## src/rtl/miriscv_irq_ctrl.sv

```systemverilog
`default_nettype none
// ============================================================================
//  Module   : miriscv_irq_ctrl
//  Purpose  : Machine-mode interrupt controller. Masks 32 level-sensitive
//             request lines with mie, selects one pending line (round-robin
//             or fixed priority), issues a one-cycle trap pulse with the
//             matching mcause, and returns a one-hot completion pulse to the
//             serviced line when mret retires.
//  Ports    : clk, reset       - clock, synchronous active-high reset
//             irq_req_i[31:0]  - level-sensitive requests
//             mie_i[31:0]      - interrupt-enable mask
//             core_ready_i     - core can accept a trap this cycle
//             mret_i           - mret retiring (one-cycle pulse)
//             irq_o            - one-cycle trap pulse
//             mcause_o[31:0]   - cause of the current trap
//             irq_ret_o[31:0]  - one-hot completion pulse
//             busy_o           - trap taken and not yet completed
//  Revision : 1.0 - initial release
// ============================================================================
module miriscv_irq_ctrl #(
  parameter bit RR_EN = 1'b1
) (
  input  logic        clk,
  input  logic        reset,
  input  logic [31:0] irq_req_i,
  input  logic [31:0] mie_i,
  input  logic        core_ready_i,
  input  logic        mret_i,
  output logic        irq_o,
  output logic [31:0] mcause_o,
  output logic [31:0] irq_ret_o,
  output logic        busy_o
);

  typedef enum logic [1:0] {
    IDLE    = 2'd0,
    TRAP    = 2'd1,
    SERVICE = 2'd2,
    DONE    = 2'd3
  } state_t;

  state_t      state;
  state_t      state_next;
  logic [31:0] pend;
  logic [4:0]  cur_id;
  logic [4:0]  last_id;
  logic [4:0]  sel_id;
  logic        sel_valid;
  logic        take;

  assign pend = irq_req_i & mie_i;

  // Circular search starting at base. Fixed priority is the special case of
  // a search that always starts at line 0; round-robin starts one past the
  // last serviced line, the 5-bit add providing the 31 -> 0 wrap.
  always_comb begin
    logic [4:0] base;
    logic [4:0] idx;
    sel_id    = 5'd0;
    sel_valid = 1'b0;
    idx       = 5'd0;
    base      = RR_EN ? (last_id + 5'd1) : 5'd0;
    for (int i = 0; i < 32; i++) begin
      idx = base + 5'(i);
      if (!sel_valid && pend[idx]) begin
        sel_valid = 1'b1;
        sel_id    = idx;
      end
    end
  end

  // core_ready_i only matters in IDLE; once latched, the trap runs to
  // completion even if the request drops or gets masked.
  assign take = (state == IDLE) && sel_valid && core_ready_i;

  always_comb begin
    state_next = state;
    case (state)
      IDLE:    if (take) state_next = TRAP;
      TRAP:    state_next = SERVICE;
      SERVICE: if (mret_i) state_next = DONE;
      DONE:    state_next = IDLE;
      default: state_next = IDLE;
    endcase
  end

  always_ff @(posedge clk) begin
    if (reset) begin
      state    <= IDLE;
      cur_id   <= 5'd0;
      last_id  <= 5'd31;
      mcause_o <= 32'd0;
    end else begin
      state <= state_next;
      if (take) begin
        cur_id   <= sel_id;
        mcause_o <= {1'b1, 26'd0, sel_id};
      end
      if (RR_EN && (state == DONE)) begin
        last_id <= cur_id;
      end
    end
  end

  // Outputs decode directly from the state register, so a reset in any
  // state clears them on the very next edge and an aborted trap never
  // produces a completion pulse.
  assign irq_o     = (state == TRAP);
  assign busy_o    = (state != IDLE);
  assign irq_ret_o = (state == DONE) ? (32'd1 << cur_id) : 32'd0;

endmodule
`default_nettype wire
```

## config.mk

```make
export PLATFORM = sky130hd
export DESIGN_NAME = miriscv_irq_ctrl
export DESIGN_NICKNAME = d
export VERILOG_FILES = /design/src/rtl/miriscv_irq_ctrl.sv
export SDC_FILE = /design/constraint.sdc
export NUM_CORES = 1
export LEC_CHECK = 0
export CELL_PAD_IN_SITES_DETAIL_PLACEMENT = 2
export CELL_PAD_IN_SITES_GLOBAL_PLACEMENT = 2
export CORE_AREA = 2 2 156 158
export DETAILED_ROUTE_END_ITERATION = 6
export DIE_AREA = 0 0 158 160
export PLACE_DENSITY = 0.84
export SLEW_MARGIN = 0
export SYNTH_ARGS = -nofsm -noshare
export SYNTH_HDL_FRONTEND = slang
export SYNTH_SLANG_ARGS = --single-unit
```

## constraint.sdc

```tcl
create_clock -name clk -period 7.3 [get_ports clk]
set_input_delay 1.46 -clock clk [delete_from_list [all_inputs] [get_ports clk]]
set_output_delay 1.46 -clock clk [all_outputs]
set_load 0.05 [all_outputs]
```

==> parameters.txt, run 1 <==
Parameter                              Value

Status
  Outcome ... finished clean

Finish
  Final antenna diode count ... 0
  Utilization after layout ... 36.6%
  Number of nets at the end of the flow ... 1128
  Count of non-filler cells in the finished layout ... 1371
  Area overhead of the layout relative to synthesis ... 17.2%
  Post-layout instance area ... 0.00873 mm^2
  Share of cells above drive strength 1 ... 13.2%

Worst setup path
  Crit path DAT ... 6.59 ns
  Delay of the slowest critical-path stage ... 0.77 ns
  Worst-path cell chain ... inv_2 > ha_2 > inv_2 > nor3_1 > a21oi_1 > xnor2_1 > mux4_2 > or4_1 > nor4_2 > nand2_1 > nor3_1 > nand3_1 > a221o_1 > a21oi_1
  Critical-path maximum fanout ... 29
  Kind of cell adding the most delay to the critical path ... simple AND/OR/NAND/NOR gates
  Slowest cell on crit path ... sky130_fd_sc_hd__ha_2
  Kind of start point of the critical path ... flop
  Worst-case register-to-register setup slack ... 0.88 ns
  Combined buffer and inverter count along the critical path ... 2
  Required time of the worst setup path ... 7.47 ns
  Worst Path Class, Setup ... reg -> reg
  Critical path endpoint category ... flop

Global route
  Vias in the first global route ... 9382
  Maximum number of pins on one net before global-route repair ... 80
  Wire length of the first global-routing pass ... 57100 um
  Number of antenna violations at the first check in global routing ... 1
  Sum of overflow across all layers after global routing ... 0
  GRT Total Usage ... 29.1%

Synthesis
  Library cell occupying the most area in the post-synthesis netlist ... sky130_fd_sc_hd__mux4_2
  Complex-gate fraction of the synthesized area ... 23.3%
  Mux contribution to synthesized area ... 26.9%
  Portion of the post-synthesis area used by sequential elements ... 3.50%
  Post-synthesis adder-cell area fraction ... 2.02%
  Synthesis warning total ... 0
  Xor/xnor share of the synthesized area ... 6.45%
  Post-synthesis instance total ... 979
  Async set or reset register ratio after synthesis ... 0%
  Primary FF master, synth ... sky130_fd_sc_hd__dfxtp_1
  Top area cells in the synthesized netlist ... sky130_fd_sc_hd__mux4_2 13%, sky130_fd_sc_hd__mux2i_1 7.7%, sky130_fd_sc_hd__nor2_1 5.4%
  Netlist Area Pre-Place ... 0.00745 mm^2
  Combinational family with the most area after synthesis ... simple AND/OR/NAND/NOR gates
  Avg Inst Size Synth ... 7.61 um^2
  Number of different library cells in the post-synthesis netlist ... 94
  Simple logic cell fraction of the synthesized area ... 28.7%
  Number of register bits inferred by synthesis ... 13
  Area share of the leading cell type in the synthesized netlist ... 12.7%
  Number of synthesized flops with an enable pin ... 0
  Commonest cells post-synth ... 107 x sky130_fd_sc_hd__nor2_1, 96 x sky130_fd_sc_hd__nand2_1, 57 x sky130_fd_sc_hd__mux2i_1
  Most frequent cell after synthesis ... sky130_fd_sc_hd__nor2_1

Placement
  Post-detailed-placement half-perimeter wirelength ... 29700 um
  Cell total after placement ... 1367
  Placed Area ... 0.00865 mm^2
  Port Buf Inserts ... 107
  GP Congestion ... 1.00

Clock tree
  Number of sinks handled by clock tree synthesis ... 13
  Cell at the root of the clock tree ... sky130_fd_sc_hd__clkbuf_16
  # resized after CTS ... 0
  Number of CTS-inserted buffers ... 3
  Count of hold buffers inserted by post-cts repair ... 0
  Clk buf depth ... 2
  CTS tree ... built
  CTS H-Tree Depth ... 1
  Clock transition at the registers of the reported paths ... 0.05 ns
  Clock latency on the worst-skew pair ... 0.25 ns
  # Post-CTS Setup Buffers ... 0

Detailed routing
  Wirelength per Cell ... 27.2 um
  Total via count after detailed routing ... 8972
  Detailed-routing iteration count for the pre-antenna-repair pass ... 6
  DRC viols ... 0
  ANT nets after route ... 0
  Drt total wl ... 37300 um
  Number of vias per cell after detailed routing ... 6.54
  Detailed router's first-iteration violation count ... 678

Die
  Number of top-level design ports ... 134
  Overall die width ... 158 um
  Initial Util ... 31.3%
  Die extent in y ... 160 um
  Full die area ... 0.0253 mm^2
  Area of the core ... 0.0238 mm^2
  Site row count ... 57

Timing
  Maximum clock skew at final layout ... 0.00383 ns
  Tightest slew margin relative to the limit ... 23.5%
  Total negative slack for setup checks ... 0 ns
  Final worst path period need ... 6.42 ns
  Number of failing setup endpoints in the final timing report ... 0
  Fin. Hold Viols ... 0
  Maximum frequency from static timing analysis ... 0.156 GHz
  Pins Over Slew Limit ... 0
  Setup repair after global routing missed its margin ... false
  Tightest Pin Transition ... 1.14 ns
  Tcrit/Tclk final ... 88.0%

Job
  Maximum Capacitance Violations ... 0

Hold path
  Type of the tightest min-delay check ... reg -> reg
-- placed cells by master (no fill, tap or decap), types with 7 or more instances in the layout --
cell type and instances:
sky130_fd_sc_hd__nand4b_1 19, sky130_fd_sc_hd__o211ai_1 22, sky130_fd_sc_hd__or3_1 7, sky130_fd_sc_hd__a211oi_1 13, sky130_fd_sc_hd__mux4_2 42, sky130_fd_sc_hd__clkdlybuf4s50_1 107
sky130_fd_sc_hd__nand3_1 39, sky130_fd_sc_hd__nand4_1 30, sky130_fd_sc_hd__ha_1 11, sky130_fd_sc_hd__nand2b_1 9, sky130_fd_sc_hd__nor2_1 107, sky130_fd_sc_hd__xnor2_1 24
sky130_fd_sc_hd__and3_1 13, sky130_fd_sc_hd__a31oi_1 8, sky130_fd_sc_hd__a21oi_1 47, sky130_fd_sc_hd__mux2_2 34, sky130_fd_sc_hd__o22ai_1 11, sky130_fd_sc_hd__nor2b_1 10
sky130_fd_sc_hd__o221ai_1 8, sky130_fd_sc_hd__conb_1 26, sky130_fd_sc_hd__mux2i_1 57, sky130_fd_sc_hd__inv_1 24, sky130_fd_sc_hd__o2111ai_1 15, sky130_fd_sc_hd__buf_4 21
sky130_fd_sc_hd__dfxtp_1 12, sky130_fd_sc_hd__nor4_1 9, sky130_fd_sc_hd__o21ai_0 53, sky130_fd_sc_hd__nor3_1 19, sky130_fd_sc_hd__or4bb_1 7, sky130_fd_sc_hd__nand2_1 96
-- worst paths after layout --
kind                                   start           end  depth (start not counted)
worst max register to register    last_id[0]     cur_id[0]                         14
worst min register to register  mcause_o[31]  mcause_o[31]                          2
worst max-delay path              last_id[0]     cur_id[0]                         14
worst min-delay path            mcause_o[31]  mcause_o[31]                          2
-- state kept, by name, indices dropped and copies added (netlist names) --
name	cells
cur_id	4
last_id	5
mcause_o	2
state	2
-- per-layer routing --
metal	global-route usage, %	up-vias	wire length [um]
met5	0	-	14
met4	14.4	2	2210
met3	4.07	128	2640
met2	48.0	474	17400
met1	36.9	4478	15000
li1	-	3890	-
-- logic make-up (layout without fill, tap and decap cells) --
| family | after synthesis | in the layout |
|---|---|---|
| compound gates | 251 | 251 |
| flops | 13 | 13 |
| buf+inv | 120 | 163 |
| fa+ha+maj | 12 | 12 |
| other cells | 1 | 26 |
| simple gates | 405 | 405 |
| xor+xnor | 39 | 39 |
| mux | 138 | 138 |
-- worst reg2reg max path, delay by kind of cell, from the launching register on --
family	cells	cell delay, ns
DFF	1	0.54
AOI/OAI and AO/OA	3	0.73
muxes	1	0.56
xor gates and xnor gates	1	0.74
buffers and inverters	2	0.58
and+or+nand+nor	6	2.43
adders and majority gates	1	0.77
-- cell type report --
type / count / area, um^2
well taps: 324 / 405
fillers: 2847 / 15100
inverters: 30 / 113
clock buffers: 4 / 78.8
multi-input cells: 871 / 6620
flip-flops and latches: 13 / 264
repair buffers: 129 / 1250
-- stage by stage --
| stage | hold slack (ns) | setup WS, ns |
|---|---|---|
| floorplan | 0.508 | 2.17 |
| global placement | 0.457 | 1.21 |
| detailed placement | 0.475 | 0.975 |
| CTS | 0.487 | 0.908 |
| global route | 0.505 | 0.481 |
| finish | 0.477 | 0.876 |
Power of run 1 is left out: the tool's default activity adds up to more than one toggle a clock period on the data nets, which glitch-free logic cannot reach.
==> run 2, diff against run 1 <==
--- a/config.mk
+++ b/config.mk
@@ -10,7 +10,7 @@
 export CORE_AREA = 2 2 156 158
 export DETAILED_ROUTE_END_ITERATION = 6
 export DIE_AREA = 0 0 158 160
-export PLACE_DENSITY = 0.84
+export PLACE_DENSITY_LB_ADDON = 0.1
 export SLEW_MARGIN = 0
 export SYNTH_ARGS = -nofsm -noshare
 export SYNTH_HDL_FRONTEND = slang
==> parameters.txt, run 2 (synthesis results as in run 1) <==
Parameter                              Value

Clock tree
  # Post-CTS Setup Buffers ... 0
  CTS H-Tree Depth ... 1
  Number of sinks handled by clock tree synthesis ... 13
  Clock latency on the worst-skew pair ... 0.25 ns
  Count of hold buffers inserted by post-cts repair ... 0
  Clock transition at the registers of the reported paths ... 0.05 ns
  Clk buf depth ... 2
  # resized after CTS ... 0
  Cell at the root of the clock tree ... sky130_fd_sc_hd__clkbuf_16
  CTS tree ... built
  Number of CTS-inserted buffers ... 3

Worst setup path
  RR Startpoint ... last_id[1]
  End of the worst register-to-register path ... cur_id[2]
  Critical path endpoint category ... flop
  Crit path DAT ... 6.32 ns
  Critical-path maximum fanout ... 12
  Required time of the worst setup path ... 7.41 ns
  Worst-case register-to-register setup slack ... 1.10 ns
  Kind of start point of the critical path ... flop
  Worst Path Class, Setup ... reg -> reg
  Length in cells of the worst reg-to-reg path ... 18

Finish
  Most frequent cells in the layout ... 107 x sky130_fd_sc_hd__nor2_1, 107 x sky130_fd_sc_hd__clkdlybuf4s50_1, 96 x sky130_fd_sc_hd__nand2_1
  Area overhead of the layout relative to synthesis ... 18.2%
  Number of nets at the end of the flow ... 1139
  Number of flip-flops under the largest register name ... 5
  Number of fill cells in the layout ... 2857
  Register with the most flip-flops ... last_id
  Share of cells above drive strength 1 ... 14.1%
  Regs by FF count ... last_id: 5 flops, cur_id: 4 flops

Global route
  Maximum number of pins on one net before global-route repair ... 80
  GRT Total Usage ... 29.5%
  Wire length of the first global-routing pass ... 56600 um
  Sum of overflow across all layers after global routing ... 0
  Vias in the first global route ... 8983
  Number of antenna violations at the first check in global routing ... 2

Placement
  Post-detailed-placement half-perimeter wirelength ... 31100 um
  Port Buf Inserts ... 107
  GP Congestion ... 0.944

Timing
  Maximum clock skew at final layout ... 0.00526 ns
  Tightest slew margin relative to the limit ... 38.0%
  Setup repair after global routing missed its margin ... false
  Number of failing setup endpoints in the final timing report ... 0
  Maximum frequency from static timing analysis ... 0.161 GHz
  Final worst path period need ... 6.20 ns
  Tightest Pin Transition ... 0.904 ns
  Fin. Hold Viols ... 0
  Tcrit/Tclk final ... 85.0%
  Pins Over Slew Limit ... 0
  Total negative slack for setup checks ... 0 ns

Die
  Full die area ... 0.0253 mm^2
  Site row count ... 57
  Die extent in y ... 160 um
  Area of the core ... 0.0238 mm^2
  Number of top-level design ports ... 134
  Initial Util ... 31.3%
  Overall die width ... 158 um

Detailed routing
  DRC viols ... 0
  Detailed router's first-iteration violation count ... 633
  Detailed-routing iteration count for the pre-antenna-repair pass ... 5
  Wirelength per Cell ... 27.4 um
  Total via count after detailed routing ... 8727
  ANT nets after route ... 0
  Drt total wl ... 37900 um
  Number of vias per cell after detailed routing ... 6.31

Status
  Outcome ... finished clean

Hold path
  Startpoint of the worst hold path ... mcause_o[31]
  Worst Hold Path EP ... mcause_o[31]
  Instance count along the most critical hold path ... 2
  Type of the tightest min-delay check ... reg -> reg

Job
  Maximum Capacitance Violations ... 0
[run 2: changes by cell type in the layout (fill, tap and decap cells not counted)]
cell	previous run	this run
sky130_fd_sc_hd__buf_4	21	33
sky130_fd_sc_hd__diode_2	0	1
sky130_fd_sc_hd__buf_12	1	0
[run 2: critical path: stages, from the launching register on]
cell	delay [ns]
sky130_fd_sc_hd__dfxtp_1	0.53
sky130_fd_sc_hd__ha_1	0.28
sky130_fd_sc_hd__xor2_2	0.68
sky130_fd_sc_hd__buf_4	0.39
sky130_fd_sc_hd__inv_1	0.09
sky130_fd_sc_hd__ha_1	0.25
sky130_fd_sc_hd__a21oi_1	0.27
sky130_fd_sc_hd__xnor2_1	0.27
sky130_fd_sc_hd__mux4_2	0.68
sky130_fd_sc_hd__nor4_4	0.20
sky130_fd_sc_hd__nand4_1	0.20
sky130_fd_sc_hd__buf_4	0.26
sky130_fd_sc_hd__or3_4	0.44
sky130_fd_sc_hd__or4_4	0.59
sky130_fd_sc_hd__o22a_1	0.20
sky130_fd_sc_hd__a211oi_1	0.26
sky130_fd_sc_hd__a31oi_1	0.14
sky130_fd_sc_hd__o221ai_1	0.22
sky130_fd_sc_hd__a21oi_1	0.10
[run 2: layout make-up]
type | instances | area, um^2 | share of cell area (%)
repair buffers | 140 | 1320 | 15.0
clock buffers | 4 | 78.8 | 0.896
flip-flops and latches | 13 | 264 | 3.00
diodes | 1 | 2.50 | 0.0284
multi-input cells | 871 | 6620 | 75.2
well taps | 324 | 405 | 4.61
inverters | 30 | 113 | 1.28
[run 2: routing by layer]
metal / up-vias / share of wire (%) / GRT usage, %
li1: 3923 / - / -
met1: 4423 / 44 / 40.1
met2: 312 / 47 / 48.4
met3: 67 / 5.7 / 3.18
met4: 2 / 3.7 / 10.6
met5: - / 0.034 / 0
[run 2: worst max-delay path by stage]
stage / start / endpoint / depth (start not counted)
finish: last_id[1] / cur_id[2] / 18
global route: last_id[1] / cur_id[2] / 17
CTS: last_id[0] / cur_id[2] / 17
detailed placement: last_id[0] / cur_id[2] / 17
global placement: mie_i[0] / cur_id[2] / 15
floorplan: last_id[1] / cur_id[2] / 20
[run 2: through the flow]
stage | hold WS [ns] | area, um^2 | util [%] | std cells | setup WS (ns)
after floorplan | 0.508 | 7540 | - | 1004 | 2.17
after global placement | 0.453 | 8720 | 36.6 | 1378 | 1.28
after detailed placement | 0.495 | 8720 | 36.6 | 1378 | 1.18
after CTS | 0.503 | 8800 | 36.9 | 1382 | 1.15
after global routing | 0.545 | 8800 | 36.9 | 1382 | 0.851
final | 0.488 | 8800 | 36.9 | 1383 | 1.10
Power of run 2 is left out for the same reason.
